File: config.mk
export PLATFORM = sky130hd
export DESIGN_NAME = aes_stream_gearbox
export DESIGN_NICKNAME = d
export VERILOG_FILES = /design/src/rtl/aes_stream_gearbox.sv
export SDC_FILE = /design/constraint.sdc
export NUM_CORES = 1
export LEC_CHECK = 0
export BUFFER_PORTS_ARGS = -buffer_cell sky130_fd_sc_hd__clkbuf_2
export CAP_MARGIN = 15
export CORE_MARGIN = 1.5
export CORE_UTILIZATION = 36
export CTS_CLUSTER_DIAMETER = 30
export DETAILED_ROUTE_END_ITERATION = 12
export SYNTH_ARGS = -nofsm -noshare
export SYNTH_HDL_FRONTEND = slang
export SYNTH_SLANG_ARGS = --single-unit
File: constraint.sdc
create_clock -name clk -period 3.97 [get_ports clk]
set_clock_uncertainty 0.1 [all_clocks]
set_input_delay 0.397 -clock clk [delete_from_list [all_inputs] [get_ports clk]]
set_output_delay 0.397 -clock clk [all_outputs]
set_load 0.01 [all_outputs]
File: src/rtl/aes_stream_gearbox.sv
`default_nettype none
// ============================================================================
//  Module      : aes_stream_gearbox
//  Description : Word/block gearbox between the 32-bit streamer word streams
//                and the 128-bit AES core. The pack side gathers words into a
//                zero-padded block. The unpack side serialises a result block
//                back into words. The two sides share no state.
//  Revision    : 1.0 - initial release
// ============================================================================
module aes_stream_gearbox #(
  parameter int WORD_W = 32,
  parameter int NWORDS = 4
) (
  input  logic                              clk,
  input  logic                              reset_n,
  input  logic                              clear,
  // word input stream
  input  logic [WORD_W-1:0]                 in_data,
  input  logic                              in_valid,
  input  logic                              in_last,
  output logic                              in_ready,
  // block toward core
  output logic [WORD_W*NWORDS-1:0]          blk_data,
  output logic [$clog2(NWORDS+1)-1:0]       blk_nwords,
  output logic                              blk_last,
  output logic                              blk_valid,
  input  logic                              blk_ready,
  // result block from core
  input  logic [WORD_W*NWORDS-1:0]          res_data,
  input  logic [$clog2(NWORDS+1)-1:0]       res_nwords,
  input  logic                              res_last,
  input  logic                              res_valid,
  output logic                              res_ready,
  // word output stream
  output logic [WORD_W-1:0]                 out_data,
  output logic                              out_valid,
  output logic                              out_last,
  input  logic                              out_ready
);

  localparam int BLK_W = WORD_W * NWORDS;
  localparam int CNT_W = (NWORDS > 1) ? $clog2(NWORDS) : 1;
  localparam int NW_W  = $clog2(NWORDS + 1);

  localparam logic [0:0] PK_FILL  = 1'b0;
  localparam logic [0:0] PK_FULL  = 1'b1;
  localparam logic [0:0] UP_EMPTY = 1'b0;
  localparam logic [0:0] UP_DRAIN = 1'b1;

  // --------------------------------------------------------------------------
  // Pack side
  // --------------------------------------------------------------------------
  logic [0:0]       pk_state;
  logic [CNT_W-1:0] pk_cnt;
  logic [BLK_W-1:0] pk_blk_next;
  logic             pk_fire;
  logic             pk_done;

  assign in_ready  = (pk_state == PK_FILL);
  assign blk_valid = (pk_state == PK_FULL);
  assign pk_fire   = in_valid && in_ready;
  assign pk_done   = (pk_cnt == CNT_W'(NWORDS - 1)) || in_last;

  // Insert the incoming word into slot pk_cnt; word 0 lives in the MSBs.
  // Slots not yet written are already zero because the block register is
  // cleared whenever a block leaves, which provides the zero padding.
  always_comb begin
    pk_blk_next = blk_data;
    for (int i = 0; i < NWORDS; i++) begin
      if (pk_cnt == CNT_W'(i)) begin
        pk_blk_next[BLK_W-1-i*WORD_W -: WORD_W] = in_data;
      end
    end
  end

  // Pack FSM: fill slots until full or last word, then hold until taken.
  always_ff @(posedge clk or negedge reset_n) begin
    if (!reset_n) begin
      pk_state   <= PK_FILL;
      pk_cnt     <= '0;
      blk_data   <= '0;
      blk_nwords <= '0;
      blk_last   <= 1'b0;
    end else if (clear) begin
      pk_state   <= PK_FILL;
      pk_cnt     <= '0;
      blk_data   <= '0;
      blk_nwords <= '0;
      blk_last   <= 1'b0;
    end else begin
      case (pk_state)
        PK_FILL: begin
          if (pk_fire) begin
            blk_data <= pk_blk_next;
            if (pk_done) begin
              pk_state   <= PK_FULL;
              blk_nwords <= NW_W'(pk_cnt) + NW_W'(1);
              blk_last   <= in_last;
              pk_cnt     <= '0;
            end else begin
              pk_cnt <= pk_cnt + CNT_W'(1);
            end
          end
        end
        PK_FULL: begin
          if (blk_ready) begin
            pk_state   <= PK_FILL;
            blk_data   <= '0;
            blk_nwords <= '0;
            blk_last   <= 1'b0;
          end
        end
        default: begin
          pk_state <= PK_FILL;
        end
      endcase
    end
  end

  // --------------------------------------------------------------------------
  // Unpack side
  // --------------------------------------------------------------------------
  logic [0:0]       up_state;
  logic [CNT_W-1:0] up_cnt;
  logic [BLK_W-1:0] up_data;
  logic [NW_W-1:0]  up_nwords;
  logic             up_last;
  logic [NW_W-1:0]  res_nw_clamped;
  logic             up_final;

  assign res_ready = (up_state == UP_EMPTY);
  assign out_valid = (up_state == UP_DRAIN);
  assign up_final  = (NW_W'(up_cnt) == (up_nwords - NW_W'(1)));
  assign out_last  = out_valid && up_final && up_last;

  // A zero word count means a full block; anything above a full block is
  // clamped so the drain counter never runs past the last slot.
  assign res_nw_clamped = ((res_nwords == '0) || (res_nwords > NW_W'(NWORDS)))
                        ? NW_W'(NWORDS) : res_nwords;

  // Select the latched word addressed by the drain counter.
  always_comb begin
    out_data = '0;
    for (int i = 0; i < NWORDS; i++) begin
      if (up_cnt == CNT_W'(i)) begin
        out_data = up_data[BLK_W-1-i*WORD_W -: WORD_W];
      end
    end
  end

  // Unpack FSM: latch a result block, then drain it one word per transfer.
  always_ff @(posedge clk or negedge reset_n) begin
    if (!reset_n) begin
      up_state  <= UP_EMPTY;
      up_cnt    <= '0;
      up_data   <= '0;
      up_nwords <= '0;
      up_last   <= 1'b0;
    end else if (clear) begin
      up_state  <= UP_EMPTY;
      up_cnt    <= '0;
      up_data   <= '0;
      up_nwords <= '0;
      up_last   <= 1'b0;
    end else begin
      case (up_state)
        UP_EMPTY: begin
          if (res_valid) begin
            up_state  <= UP_DRAIN;
            up_cnt    <= '0;
            up_data   <= res_data;
            up_nwords <= res_nw_clamped;
            up_last   <= res_last;
          end
        end
        UP_DRAIN: begin
          if (out_ready) begin
            if (up_final) begin
              up_state  <= UP_EMPTY;
              up_cnt    <= '0;
              up_data   <= '0;
              up_nwords <= '0;
              up_last   <= 1'b0;
            end else begin
              up_cnt <= up_cnt + CNT_W'(1);
            end
          end
        end
        default: begin
          up_state <= UP_EMPTY;
        end
      endcase
    end
  end

endmodule
`default_nettype wire
After elaboration in Yosys (flattened, before gate mapping)
Cells that the tools add are included.
{"block": "word_totals", "reg_bits": 270, "word_cells": 112, "out_inout_bits": 169, "input_bits": 172}
{"block": "classes", "magnitude_cmp": 1, "bitwise": 2, "n_addsub": 4, "reduce_logical": 17, "n_eq_ne": 18, "muxes": 57}
{"op": "$mux W128", "n": 7}
{"op": "$pmux W128 S2", "n": 2}
{"op": "$mux W32", "n": 8}
{"op": "$mux W3", "n": 9}
{"op": "$ne A3 B2 Y1 const B", "n": 7}
{"op": "$reduce_and A3 Y1", "n": 6}
{"op": "$mux W1", "n": 16}
{"op": "$mux W2", "n": 8}
{"op": "$pmux W3 S2", "n": 2}
{"op": "$ne A3 B3 Y1 const B", "n": 3}
{"op": "$eq A2 B2 Y1 const B", "n": 4}
{"op": "$pmux W1 S2", "n": 4}
{"op": "$add A2 B1 Y2 const B", "n": 2}
{"op": "$eq A2 B1 Y1 const B", "n": 2}
{"op": "$logic_not A2 Y1", "n": 2}
{"op": "$pmux W2 S2", "n": 1}
{"op": "$reduce_and A2 Y1", "n": 2}
{"op": "$add A2 B1 Y3 const B", "n": 1}
{"op": "$eq A2 B3 Y1", "n": 1}
{"op": "$gt A3 B3 Y1 const B", "n": 1}
{"op": "$logic_and A1 B1 Y1", "n": 3}
{"op": "$logic_not A3 Y1", "n": 1}
{"op": "$sub A3 B1 Y3 const B", "n": 1}
{"op": "$logic_or A1 B1 Y1", "n": 2}
{"op": "other kinds (3)", "n": 4}

Depth between registers and ports, before layout
{"block": "depth", "word_depth": 6, "depth_mapped": 8, "depth_no_buf": 6}

Worst setup path after synthesis
Ideal clock, no wire load.
{"block": "synth_timing", "path_kind": "register to output", "start": "reg up_cnt[1]", "end": "out out_data[23]", "required_time_ns": 3.473, "path_stages_with_launch": 9, "n_path_buf": 2, "arrival_ns": 1.640, "path_slack_ns": 1.833, "cell_sequence": "dfrtp_1 -> inv_1 -> ha_1 -> clkbuf_1 -> clkbuf_1 -> nand2_1 -> a21oi_1 -> a21oi_1 -> o21ai_0"}
{"block": "synth_between", "elab_chain_cells": 5, "elab_cells_between_ends": 8, "cone_classes": "3 x eq/ne; 4 x mux; 1 x reduce/logical"}
{"element": "start: declaration", "line": "124", "text": "logic [CNT_W-1:0] up_cnt;"}
{"element": "start signal: assignment", "line": "185", "text": "up_cnt <= up_cnt + CNT_W'(1);"}
{"element": "$logic_not A2 Y1", "line": "145", "text": "if (up_cnt == CNT_W'(i)) begin"}
{"element": "$mux W32 (3 in a row)", "line": "145"}
{"element": "$mux W32 *", "line": "145"}
{"element": "end: declaration", "line": "35", "text": "output logic [WORD_W-1:0] out_data,"}
Mark *: on every way between the ends. The rest lies on a longest branch, timed or not.

Worst setup path after layout
{"block": "layout_timing", "start": "reg up_cnt[1]", "end": "out out_data[25]"}
The elaborated chain is that of the path after synthesis.

==> results.cfg <==
[routing]
route.detailed.drc = 0
antenna_left = 0
dr.pass1.iters = 5
dr_total_vias = 9927
routedWlPerCell_um = 18.07
drt-total-wl_um = 35370
vias_per_cell = 5.070
drt_iter0_markers = 673

[critical_path]
reg2reg_to = blk_data[39]
start_kind = flip-flop
critical_path_class = flip-flop to primary output
worstSetupEndpoint = out_data[25]
critPathLaunch = up_cnt[1]
crit_arrival_ns = 2.85
r2r-start = blk_valid
rrSetupSlack_ns = 1.61
reg2reg_depth = 5
worstSetupEndpointType = primary output
path_max_fanout = 43
required_ns = 3.47

[clock_network]
h-tree-depth = 3
clkLatencyLatePin_ns = 0.53
clock-sinks = 270
cts_tree = yes
clk_pin_slew_ns = 0.04
cts_hold_buf = 129
ctsLongestPathBuffers = 3
postCtsSetupBuffers = 0
cts_root_buf = clkbuf_16
numCtsBuffers = 69
post_cts_resized = 0

[floorplan]
ioPinCount = 341
dieHeight_um = 177.4
num_rows = 63
core_area_mm2 = 0.02980
die_x_um = 177.4
start_util_pct = 36.76
die_area_mm2 = 0.03148

[synth]
synthFlopType = dfrtp_1
synth_area_mm2 = 0.01095
synth-seq-cells = 270
synth_compound_area_share_pct = 21.73
async_flop_share_pct = 100.0
yosys.area_share.simple_pct = 11.15
synth_fa_ha_area_share_pct = 1.142
synth_edf_count = 0
synth.top_cell.area_share_pct = 61.69
avgSynthCellArea_um2 = 10.59
synth_cells = 1034
yosysWarnings = 0
synth_area_leaders = dfrtp_1, a22o_1, nand2_1
syn-num-nets = 1216
synth.most_common_cell = dfrtp_1
muxShareOfSynthArea_pct = 0.4112
ys_types = 35
synth_top_family_by_area = compound AO/OA/AOI/OAI gates
synth_top_area_cell = dfrtp_1
ys_seq_area_share_pct = 61.69
synth_xor_area_share_pct = 0.2399
synth_common_cells = dfrtp_1, nand2_1, o21ai_0

[global_routing]
grt_pass1_vias = 10210
grt_pass1_wl_um = 55350
grt_max_degree = 131
grt.total_usage_pct = 22.36
grt_overflow_total = 0
antenna_found_initial = 2

[final_layout]
layout-drive-gt1-share_pct = 31.37
final_area_mm2 = 0.01682
nFillCells = 2540
regArea_mm2 = 0.006756
nNetsFinal = 1692
final_util_pct = 56.46
multi_input_area_mm2 = 0.003850
layout.cells.non_filler = 1958
syn_to_final_growth_pct = 53.59

[timing]
worst_pin_slew_ns = 0.9730
period_minus_slack_ns = 3.342
slew_violations = 0
fin_hold_ws_ns = 0.01463
setup_viol_count_final = 0
hold_viol = 0
slew_headroom_pct = 35.00
finalSetupTns_ns = 0
rsz0062_at_grt = false
fin_crit_sh_pct = 84.18
fmaxAchievable_mhz = 299.2
fin_ws_ns = 0.6279

[pwr]
power_mw = 9.880
power.internal_mw = 7.500
power.leakage_nw = 8.205
vdd_ir_drop_max_v = 0.0003887
seq_power_share_pct = 31.3
p_sw_mw = 2.380
power.share.clock_pct = 59.1
swShare_pct = 24.09
p_comb_share_pct = 9.6
power.density_mw_per_mm2 = 587.3

[placement]
gp_congestion = 0.8135
place_ws_ns = 1.275
dp_hpwl_um = 21690
port_buffers = 340
dp_cells = 1700
place_area_mm2 = 0.01305

[job]
maxCapViolations = 0

[hold_path]
hold_path_class = input pin to flip-flop

[run_status]
status = completed
==> cell usage in the layout, fill, tap and decap left out, drive strengths merged <==
master,n
a31o,2
bufinv,10
a311oi,1
mux2,1
o21bai,1
diode,3
a21o,1
nor3b,1
a21oi,72
o22ai,1
nor3,3
dfrtp,270
xnor2,2
nand3,2
ha,10
a211oi,1
nor2b,2
clkinvlp,3
xor2,1
or4,1
dlygate4sd3,129
clkbuf,431
nor4,1
o21ai,161
and3,2
nand4b,1
a22o,130
buf,19
nand2b,1
clkinv,18
inv,16
or2,1
mux2i,3
nor2,6
nand2,229
nand3b,32
==> logic make-up (layout without fill, tap and decap cells) <==
family                     Yosys count  count (layout)
other                                0               3
and+or+nand+nor                    282             282
AOI/OAI and AO/OA                  370             370
adders and majority gates           10              10
DFF                                270             270
xor gates and xnor gates             3               3
buffers and inverters               95             626
muxes                                4               4
==> layer usage <==
layer	part of all wire (%)	up-vias	GRT usage, %
met5	0	-	0
met4	3.3	0	9.804
met3	8.7	85	7.091
met2	48	454	35.77
met1	40	4770	27.74
li1	-	4618	-
==> sequential cells by signal, indices dropped and copies added, names as in the netlist <==
register and cells:
pk_cnt 2, blk_data 128, out_valid 1, blk_nwords 3
blk_valid 1, blk_last 1, up_last 1, up_nwords 3
up_cnt 2, up_data 128
==> critical path, cell delays in order (launching register included) <==
cell      delay [ns]
dfrtp_1         0.42
inv_1           0.11
ha_2            0.67
buf_4           0.35
nand3b_1        0.13
a21oi_1         0.08
a21oi_1         0.23
o21ai_0         0.12
clkbuf_2        0.17
==> how the worst min path moves through the flow <==
stage	startpoint	end	slack, ns	depth (start not counted)
after global routing	res_data[69]	up_data[69]	0.002	2
after floorplan	reset_n	blk_data[0]	0.001	0
after detailed placement	blk_data[56]	blk_data[56]	0.37	2
after global placement	blk_data[41]	blk_data[41]	0.36	2
after CTS	res_data[69]	up_data[69]	0.0002	2
final	res_data[69]	up_data[69]	0.01	2
==> area by class of cell <==
cell class | instances | share of cell area, %
Clock buffer | 92 | 11.68
Tap cell | 390 | 2.901
Multi-Input combinational cell | 669 | 22.89
Clock inverter | 34 | 3.012
Antenna cell | 3 | 0.04463
Inverter | 13 | 0.2901
Sequential cell | 270 | 40.16
Timing Repair Buffer | 487 | 19.03
==> power groups by stage <==
stage                     combinational (mW)  clock (mW)  sequential [mW]
after global routing                    1.04        6.11             3.11
final                                  0.947        5.84             3.09
after CTS                              0.953        5.93             3.09
after detailed placement               0.839           0             3.12
after global placement                 0.832           0             3.12
after floorplan                        0.360           0             3.16
Note: power is estimated with default switching activity, not from simulation.
